<file path="config.mk">
export PLATFORM = sky130hd
export DESIGN_NAME = audio_i2s_tx
export DESIGN_NICKNAME = d
export VERILOG_FILES = /design/src/rtl/audio_i2s_tx.sv
export SDC_FILE = /design/constraint.sdc
export NUM_CORES = 1
export LEC_CHECK = 0
export CAP_MARGIN = 5
export CORE_MARGIN = 4
export CORE_UTILIZATION = 47
export DETAILED_ROUTE_END_ITERATION = 12
export PLACE_DENSITY = 0.76
export RECOVER_POWER = 50
export SLEW_MARGIN = 40
export SYNTH_ARGS = -nofsm -noshare
export SYNTH_HDL_FRONTEND = slang
export SYNTH_SLANG_ARGS = --single-unit
</file>
<file path="constraint.sdc">
create_clock -name clk -period 2.7 [get_ports clk]
set_input_delay 0.54 -clock clk [delete_from_list [all_inputs] [get_ports clk]]
set_output_delay 0.54 -clock clk [all_outputs]
set_load 0.05 [all_outputs]
</file>
<file path="src/rtl/audio_i2s_tx.sv">
// I2S serialiser: one 16-bit stereo pair per 2^(LRCK_BIT+1) clk frame, left MSB out 16 clk after capture, no backpressure.
// Optional SPEAKER_MUTE_EN adds a mute input that zeroes the pair captured at the frame wrap.
module audio_i2s_tx #(
    parameter int MCLK_BIT = 1,
    parameter int SCK_BIT  = 3
) (
    input  logic        clk,
    input  logic        rst,
    input  logic [15:0] audio_in_left,
    input  logic [15:0] audio_in_right,
`ifdef SPEAKER_MUTE_EN
    input  logic        mute,
`endif
    output logic        audio_mclk,
    output logic        audio_lrck,
    output logic        audio_sck,
    output logic        audio_sdin
);

    localparam int LRCK_BIT = SCK_BIT + 5;
    localparam int CW       = LRCK_BIT + 1;

    logic [CW-1:0] cnt;
    logic [CW-1:0] cnt_next;
    logic [15:0]   hold_l;
    logic [15:0]   hold_r;
    logic          prev_r0;
    logic          wrap;
    logic [4:0]    slot_next;
    logic [3:0]    bit_idx;
    logic [15:0]   cap_l;
    logic [15:0]   cap_r;
    logic          sdin_next;

    assign cnt_next  = cnt + 1'b1;
    assign wrap      = &cnt;
    assign slot_next = cnt_next[LRCK_BIT:SCK_BIT+1];
    // Slots 1..16 map to hold_l[15..0] and 17..31 to hold_r[15..1]; both are -slot mod 16.
    assign bit_idx   = 4'd0 - slot_next[3:0];

`ifdef SPEAKER_MUTE_EN
    assign cap_l = mute ? 16'h0000 : audio_in_left;
    assign cap_r = mute ? 16'h0000 : audio_in_right;
`else
    assign cap_l = audio_in_left;
    assign cap_r = audio_in_right;
`endif

    // At the wrap edge prev_r0 is being loaded in the same cycle, so slot 0 takes hold_r[0] directly.
    always_comb begin
        sdin_next = 1'b0;
        if (slot_next == 5'd0)
            sdin_next = wrap ? hold_r[0] : prev_r0;
        else if (slot_next <= 5'd16)
            sdin_next = hold_l[bit_idx];
        else
            sdin_next = hold_r[bit_idx];
    end

    always_ff @(posedge clk or posedge rst) begin
        if (rst) begin
            cnt        <= '0;
            hold_l     <= '0;
            hold_r     <= '0;
            prev_r0    <= 1'b0;
            audio_sdin <= 1'b0;
        end else begin
            cnt        <= cnt_next;
            audio_sdin <= sdin_next;
            if (wrap) begin
                hold_l  <= cap_l;
                hold_r  <= cap_r;
                prev_r0 <= hold_r[0];
            end
        end
    end

    assign audio_mclk = cnt[MCLK_BIT];
    assign audio_sck  = cnt[SCK_BIT];
    assign audio_lrck = cnt[LRCK_BIT];

endmodule

</file>
* Yosys cells after proc, flatten, opt, wreduce, memory -nomap -nowiden
Index checks and enable logic that the tools add are counted.
W data, S select, Z words.
** Word-level totals
- Input bits :: 34
- Word-level logic and storage cells :: 18
- Register bits :: 43
- Output and inout bits :: 4
** Cells by class
- Add/subtract/negate cells :: 2
- Magnitude comparators :: 2
- Mux-type cells :: 7
- Reduce and logical (&&, ||, !) cells :: 2
** Operators with widths (count)
- $add A9 B1 Y9 const B :: 1
- $reduce_and A9 Y1 :: 1
- $bmux W1 S4 :: 2
- $le A5 B5 Y1 const B :: 1
- $logic_not A5 Y1 :: 1
- $lt A4 B5 Y1 const B :: 1
- $mux W1 :: 5
- $sub A1 B4 Y4 const A :: 1

* Logic depth before layout (Yosys ltp)
Gate-level depths: netlist of the first run.
- Word-level depth :: 6
- Depth in mapped cells :: 13
- Depth with buffers taken out :: 10

* Worst setup path after synthesis of the first run
No wires, ideal clock.
- Kind :: reg2reg
- Start point :: register cnt[1]
- End point :: register audio_sdin
- Required time :: 2.571 ns
- Arrival :: 3.103 ns
- Setup time :: 0.129 ns
- Path slack :: -0.531 ns
- Path buffers :: 3
- Cell stages (with the launch flop) :: 13
- Period minus slack after synthesis :: 3.231 ns
- Cells stage by stage :: dfrtp_1 -> ha_1 -> buf_4 -> and3_4 -> buf_8 -> xnor2_4 -> ha_1 -> clkbuf_1 -> mux4_1 -> mux2i_1 -> nand2_1 -> o211ai_1 -> nand3_1
** Between the ends
- Word-level cells in the longest chain between the ends :: 6
- Elaborated cells on any way between the ends :: 12
- Classes of those cells :: add/sub (2); order compare (1); mux (7); reduce/logical (2)
** RTL lines
- from (decl) :: line 23 : logic [CW-1:0] cnt;
- from (signal assigned) :: line 68 : cnt <= cnt_next;
- $add A9 B1 Y9 :: line 35 : assign cnt_next = cnt + 1'b1;
- $sub A1 B4 Y4 :: line 39 : assign bit_idx = 4'd0 - slot_next[3:0];
- $bmux W1 S4, on equally long branches :: line 57, 55
- $mux W1, on equally long branches :: line 57, 55
- $mux W1 :: line 54 : else if (slot_next <= 5'd16)
- $mux W1 (*) :: line 52 : if (slot_next == 5'd0)
- via sdin_next :: line 33 : logic sdin_next;
- to (signal assigned) :: line 69 : audio_sdin <= sdin_next;
- to (decl) :: line 17 : output logic audio_sdin
Mark *: on every way through the listed nets, which the timed path passes. The rest lies on a longest branch. The select of a mux whose other input is x is not followed.
A chain may end at the register's enable or synchronous reset.

* Worst setup path after layout of the first run
- Start point :: register cnt[2]
- End point :: register audio_sdin
Same word-level chain as after synthesis.

==> summary.log, run 1 <==
INFO  run_status     run_status=completed
INFO  sta            final-hold-violation-count=0
INFO  sta            fin_crit_sh=95.5%
INFO  pwr            power_density=404nW/um^2
INFO  pwr            combPwrFrac=5.5%
INFO  routing        wl_per_cell=17.0um
INFO  routing        drt_pre_antenna_iters=6
INFO  critical_path  timing_worst_setup_path_type=reg -> reg
INFO  logic_synthesis syn-num-nets=203
INFO  routing        finalWirelength=4430um
INFO  floorplanning  fp-row-count=24
INFO  sta            max-slew-margin-rel=29.6%
INFO  logic_synthesis syn-mean-instance-area=13.1um^2
INFO  routing        vias_per_cell=5.61
INFO  pwr            switching_share=20.7%
INFO  clocking       max_buffers_root_to_sink=2
INFO  clocking       tritoncts=built
INFO  pwr            int_pwr=867uW
INFO  placement      placement.io_buffers=37
INFO  layout         n_antenna_cell=0
INFO  layout         regArea=1080um^2
INFO  floorplanning  die-area=5760um^2
INFO  logic_synthesis postSynthRegisterBits=43
INFO  pwr            power.clock.fraction=35.6%
INFO  layout         share_of_post_route_cells_with_drive_strength_above_1=29.2%
INFO  placement      hpwlAfterDp=3340um
INFO  pwr            fin_total_pwr=1.09mW
INFO  pwr            p_leak=1.22nW
INFO  sta            fin_crit=2580ps
INFO  placement      place_inst=253
INFO  floorplanning  coreArea=4410um^2
INFO  clocking       numCtsBuffers=5
INFO  floorplanning  ioPinCount=38
INFO  run            max_cap_viol_count=0
INFO  logic_synthesis synth_cells=166
INFO  routing        post-route-drc-count=0
INFO  global_route   grt_first_pass_wirelength=7610um
INFO  global_route   remaining_overflow_grt=0
INFO  routing        drtIter0Drc=73
INFO  floorplanning  effective_utilization_at_floorplan=49.1%
INFO  layout         area_delta_synth_final=24.6%
INFO  logic_synthesis yosys_warnings=0
INFO  layout         number_of_standard_cells_in_the_final_layout_excluding_fillers=261
INFO  routing        via_count=1464
INFO  pwr            power_frac_seq=58.9%
INFO  layout         layout_common_cells=sky130_fd_sc_hd__dfrtp_1 (41), sky130_fd_sc_hd__clkdlybuf4s50_1 (36), sky130_fd_sc_hd__mux2_2 (35)
INFO  critical_path  cp_data_required_time=2880ps
INFO  sta            timing.final.max_slew_violations=0
INFO  pwr            p_switching=226uW
INFO  routing        route.antenna.remaining_nets=0
INFO  clocking       cts.sink_count=43
INFO  critical_path  timing.critical_path.from_type=flip-flop
INFO  global_route   number_of_antenna_violations_at_the_first_check_in_global_routing=0
INFO  layout         final_design_utilization=61.2%
INFO  global_route   via_count_of_the_first_global_routing_pass=1609
INFO  sta            final-setup-viol-count=0
INFO  layout         filler_cell_count=343
INFO  min_path       hp-class=reg -> reg
INFO  global_route   grt_max_degree=44
INFO  sta            timing_worst_slew_pin_value=1060ps
INFO  floorplanning  die_h=75.9um
INFO  layout         multiInputGateArea=1030um^2
INFO  clocking       post_cts.repair.setup_buffers=0
INFO  critical_path  worst-path-max-fanout=12
INFO  clocking       cts_root_buf=sky130_fd_sc_hd__clkbuf_8
INFO  clocking       worst_skew_pair.late_latency=290ps
INFO  sta            finClkSkew=2.92ps
INFO  layout         layout.nets=245
INFO  clocking       clk_pin_slew_worst_paths=80ps
INFO  critical_path  worstPathArrival=2760ps
INFO  pwr            vdd_drop_max=342uV
INFO  critical_path  worstSetupEndpointType=flip-flop
INFO  global_route   total_routing_resource_utilization_after_global_routing=16.3%
INFO  logic_synthesis post_synth_instance_area=2170um^2
INFO  layout         leading_cell_type_in_the_layout_fill_and_taps_excluded=sky130_fd_sc_hd__dfrtp_1
INFO  logic_synthesis synth_seq_area_share=49.6%
INFO  placement      gp_routability_congestion=0.750
INFO  sta            grt_setup_unrepaired=false
INFO  sta            max_clock_freq=388MHz
INFO  clocking       number_of_h_tree_branching_levels=2
INFO  logic_synthesis ys_types=33
INFO  floorplanning  dieWidth=75.9um
## stage by stage
step                setup slack (ps)  setup TNS, ps  hold WS, ps  area (um^2)
finish                           121              0          505         2700
global route                    20.8              0          522         2700
CTS                             44.8              0          510         2700
detailed placement              64.1              0          492         2620
global placement                 157              0          481         2620
floorplan                      -84.3          -84.3          472         2200
## registers in the layout (all words and copies together), names as in the netlist
| name | flops |
|---|---|
| hold_l | 16 |
| hold_r | 16 |
| cnt | 9 |
| prev_r0 | 1 |
| audio_sdin | 1 |
## routing by layer
layer,vias up,GRT usage (%),routed length (um)
li1,687,-,-
met1,738,18.5,1790
met2,29,29.4,2380
met3,10,4.74,179
met4,0,4.80,82
met5,-,0,0
## power by group through the flow
stage	Clock [mW]	Sequential, mW	Combinational (mW)
floorplan	0	0.656	0.00984
global placement	0	0.656	0.0594
detailed placement	0	0.656	0.0625
CTS	0.399	0.643	0.0627
global route	0.422	0.643	0.0658
finish	0.389	0.643	0.0606
## worst paths after layout
| check | start | to | slack [ps] | depth (start not counted) |
|---|---|---|---|---|
| min in group asynchronous | rst | hold_l[8] | 1010 | 3 |
| hold reg to reg | hold_l[1] | hold_l[1] | 510 | 1 |
| max in group asynchronous | rst | cnt[1] | 970 | 3 |
| setup / recovery | cnt[2] | audio_sdin | 120 | 8 |
| setup reg to reg | cnt[2] | audio_sdin | 120 | 8 |
| hold / removal | hold_l[1] | hold_l[1] | 510 | 1 |
## kinds of logic (layout without fill, tap and decap cells)
| kind of cell | Yosys count | count (layout) | share of synthesized area, % |
|---|---|---|---|
| flops | 43 | 43 | 49.6 |
| buf+inv | 15 | 58 | 3.46 |
| compound gates | 16 | 16 | 4.79 |
| fa+ha+maj | 3 | 3 | 1.73 |
| simple gates | 32 | 32 | 7.50 |
| mux | 48 | 48 | 27.8 |
| xor+xnor | 9 | 9 | 5.14 |
## repair_timing
item / 4_1_cts / 5_1_grt
hold buffers: 0 / 0
setup endpoints to repair: 0 / 1
resized for setup: 0 / 1
## Yosys cell counts (all sizes together)
master	n	area share, %
a211o	1	0.40
a21boi	1	0.35
a21oi	2	0.46
a311oi	2	0.81
a31o	1	0.40
a31oi	3	0.87
and3	5	1.7
and4	1	0.40
buf	4	1.6
clkbuf	6	1.0
dfrtp	43	50
ha	3	1.7
inv	5	0.87
mux2	35	18
mux2i	8	3.7
mux4	5	5.9
nand2	12	2.1
nand3	5	1.2
nand4	2	0.58
nand4b	1	0.40
nor2	5	0.87
nor4	1	0.29
o211ai	1	0.35
o21ai	5	1.2
xnor2	6	3.3
xnor3	1	1.0
xor2	2	0.81
## final cells by class
cell class,count,area share (%)
repair buffers,45,15.8
clock buffers,7,2.82
inverters,5,0.694
clock inverters,1,0.185
multi-input cells,108,38.1
flip-flops and latches,43,39.9
well taps,52,2.41
## critical path, stage by stage (launching register included)
cell and delay, ps:
sky130_fd_sc_hd__dfrtp_1 370, sky130_fd_sc_hd__and3_2 240, sky130_fd_sc_hd__and3_1 220, sky130_fd_sc_hd__xnor2_1 180, sky130_fd_sc_hd__ha_4 410, sky130_fd_sc_hd__mux4_2 510
sky130_fd_sc_hd__mux2_2 270, sky130_fd_sc_hd__o211ai_1 170, sky130_fd_sc_hd__nand3_1 90
Power figures use the tool's default switching activity.
==> inputs of run 2 (changes only) <==
RECOVER_POWER = 25   (was 50)
==> results of run 2 <==
Same layout as run 1: the final DEF is identical, and so are final timing and power.
==> inputs of run 3 (changes only) <==
CELL_PAD_IN_SITES_DETAIL_PLACEMENT = 0   (was unset)
CELL_PAD_IN_SITES_GLOBAL_PLACEMENT = 1   (was unset)
CORE_UTILIZATION = 38   (was 47)
==> run 3 against run 2 <==
Compared with the run above:
- clock skew rose by 3.3 ps
- design area rose by 3.1%
- critical path depth did not move
- sequential share of layout area decreased by 1.2 points
- global-route usage decreased by 3.5 points
- sequential power barely moved
- power increased by 12%
- critical endpoint unchanged
- largest power group unchanged
==> summary.log, run 3 (synthesis results as in run 1) <==
INFO  clocking       number_of_h_tree_branching_levels=2
INFO  sta            timing.final.max_slew_violations=0
INFO  sta            fin_tns_setup=0ps
INFO  run            max_cap_viol_count=0
INFO  floorplanning  coreArea=5510um^2
INFO  routing        post-route-drc-count=0
INFO  critical_path  worstPathArrival=2720ps
INFO  sta            timing_worst_slew_pin_value=1080ps
INFO  sta            max-slew-margin-rel=27.9%
INFO  sta            final-setup-viol-count=0
INFO  critical_path  worst-path-max-fanout=7
INFO  min_path       hp-class=reg -> reg
INFO  routing        wl_per_cell=15.4um
INFO  floorplanning  die-area=6980um^2
INFO  clocking       numCtsBuffers=5
INFO  pwr            power.clock.fraction=42.2%
INFO  clocking       clk_pin_slew_worst_paths=80ps
INFO  pwr            p_switching=234uW
INFO  floorplanning  ioPinCount=38
INFO  routing        route.antenna.remaining_nets=0
INFO  pwr            fin_total_pwr=1.22mW
INFO  clocking       holdBufCountCts=0
INFO  pwr            p_leak=1.25nW
INFO  layout         final_design_utilization=50.6%
INFO  routing        drtIter0Drc=64
INFO  layout         leading_cell_type_in_the_layout_fill_and_taps_excluded=sky130_fd_sc_hd__dfrtp_1
INFO  global_route   total_routing_resource_utilization_after_global_routing=12.9%
INFO  clocking       cts_root_buf=sky130_fd_sc_hd__clkbuf_8
INFO  floorplanning  fp-row-count=27
INFO  floorplanning  die_h=83.5um
INFO  global_route   remaining_overflow_grt=0
INFO  pwr            switching_share=19.2%
INFO  pwr            int_pwr=985uW
INFO  run_status     run_status=completed
INFO  min_path       min_from=hold_l[1]
INFO  layout         layout.nets=248
INFO  sta            grt_setup_unrepaired=false
INFO  global_route   number_of_antenna_violations_at_the_first_check_in_global_routing=0
INFO  critical_path  setup.reg_to_reg.worst_slack=140ps
INFO  pwr            power_density=437nW/um^2
INFO  clocking       tritoncts=built
INFO  routing        via_count=1473
INFO  critical_path  rr_startpoint=cnt[2]
INFO  critical_path  worstSetupEndpointType=flip-flop
INFO  clocking       max_buffers_root_to_sink=2
INFO  pwr            vdd_drop_max=204uV
INFO  global_route   via_count_of_the_first_global_routing_pass=1486
INFO  layout         layout_top_registers=hold_l (16), hold_r (16), cnt (9)
INFO  global_route   grt_first_pass_wirelength=7220um
INFO  sta            finClkSkew=6.21ps
INFO  placement      placement.io_buffers=37
INFO  min_path       worst_hold_path.num_cells=1
INFO  floorplanning  effective_utilization_at_floorplan=39.4%
INFO  clocking       cts.sink_count=43
INFO  critical_path  cp_data_required_time=2860ps
INFO  placement      place_area=2670um^2
INFO  placement      hpwlAfterDp=3300um
INFO  critical_path  setup.worst_path.start=cnt[2]
INFO  layout         share_of_post_route_cells_with_drive_strength_above_1=30.2%
INFO  critical_path  crit-reg2reg-capture=audio_sdin
INFO  routing        vias_per_cell=5.19
INFO  critical_path  worst_r2r_path_depth=8
INFO  sta            fin_crit=2560ps
INFO  pwr            power_frac_seq=52.8%
INFO  floorplanning  dieWidth=83.5um
INFO  sta            finalWorstSetupSlack=145ps
INFO  sta            fin_crit_sh=94.6%
INFO  layout         layout_common_cells=sky130_fd_sc_hd__dfrtp_1 (41), sky130_fd_sc_hd__clkdlybuf4s50_1 (36), sky130_fd_sc_hd__mux2_2 (35)
INFO  routing        finalWirelength=4390um
INFO  sta            fin_worst_hold_slack=507ps
INFO  sta            max_clock_freq=391MHz
INFO  placement      placement.setup.worst_slack=59.1ps
INFO  layout         layout.cell_area.non_filler=2790um^2
INFO  critical_path  timing_worst_setup_path_type=reg -> reg
INFO  min_path       hold_path_end=hold_l[1]
INFO  clocking       worst_skew_pair.late_latency=290ps
INFO  layout         n_antenna_cell=0
INFO  routing        drt_pre_antenna_iters=4
INFO  sta            final-hold-violation-count=0
INFO  pwr            combPwrFrac=5.1%
INFO  global_route   grt_max_degree=22
INFO  layout         number_of_standard_cells_in_the_final_layout_excluding_fillers=284
INFO  layout         area_delta_synth_final=28.6%
INFO  placement      place_inst=274
INFO  placement      gp_routability_congestion=0.771
INFO  critical_path  timing.critical_path.from_type=flip-flop
==> run 3: cell count changes in the layout (fill, tap and decap cells not counted) <==
cell                        change
sky130_fd_sc_hd__bufinv_16      +1
sky130_fd_sc_hd__and3_2         -1
sky130_fd_sc_hd__and3_1         +1
sky130_fd_sc_hd__xnor2_1        -1
sky130_fd_sc_hd__xnor2_2        +1
sky130_fd_sc_hd__clkbuf_2       -1
sky130_fd_sc_hd__clkbuf_8       +1
sky130_fd_sc_hd__buf_4          +2
==> run 3: repair_timing <==
action                     4_1_cts  5_1_grt
setup endpoints to repair        0        1
resized for setup                0        2
hold endpoints to repair         0        0
buffers inserted                 0        2
==> run 3: final cells by class <==
type / instances / area [um^2]
Inverter: 5 / 18.8
Fill cell: 453 / 2720
Sequential cell: 43 / 1080
Clock buffer: 6 / 82.6
Multi-Input combinational cell: 108 / 1040
Tap cell: 72 / 90.1
Clock inverter: 2 / 35.0
Timing Repair Buffer: 48 / 445
==> run 3: metal layers <==
metal  vias to the layer above  GRT usage [%]  part of all wire [%]
met3                         6           2.47                   3.2
met4                         0           4.68                   1.3
met2                        36           21.7                    51
li1                        689              -                     -
met5                         -              0                     0
met1                       742           16.5                    45
==> run 3: worst max-delay path by stage <==
stage | slack (ps) | cells past startpoint | to
after floorplan | -80 | 12 | audio_sdin
after detailed placement | 60 | 8 | audio_sdin
after CTS | 40 | 8 | audio_sdin
after global routing | 60 | 8 | audio_sdin
final | 140 | 8 | audio_sdin
after global placement | 140 | 8 | audio_sdin
==> run 3: power by group through the flow <==
stage / Combinational [mW] / Clock, mW / Sequential, mW
3_3_place_gp: 0.0639 / 0 / 0.656
4_1_cts: 0.0665 / 0.528 / 0.643
3_5_place_dp: 0.0664 / 0 / 0.656
2_1_floorplan: 0.00984 / 0 / 0.656
5_1_grt: 0.0678 / 0.547 / 0.643
6_report: 0.0618 / 0.514 / 0.643
==> run 3: worst max-delay path, cell delays in order, from the launching register on <==
cell	delay (ps)
sky130_fd_sc_hd__dfrtp_1	380
sky130_fd_sc_hd__and3_1	230
sky130_fd_sc_hd__and3_1	250
sky130_fd_sc_hd__xnor2_2	170
sky130_fd_sc_hd__ha_4	350
sky130_fd_sc_hd__mux4_2	510
sky130_fd_sc_hd__mux2_2	270
sky130_fd_sc_hd__o211ai_1	170
sky130_fd_sc_hd__nand3_1	90
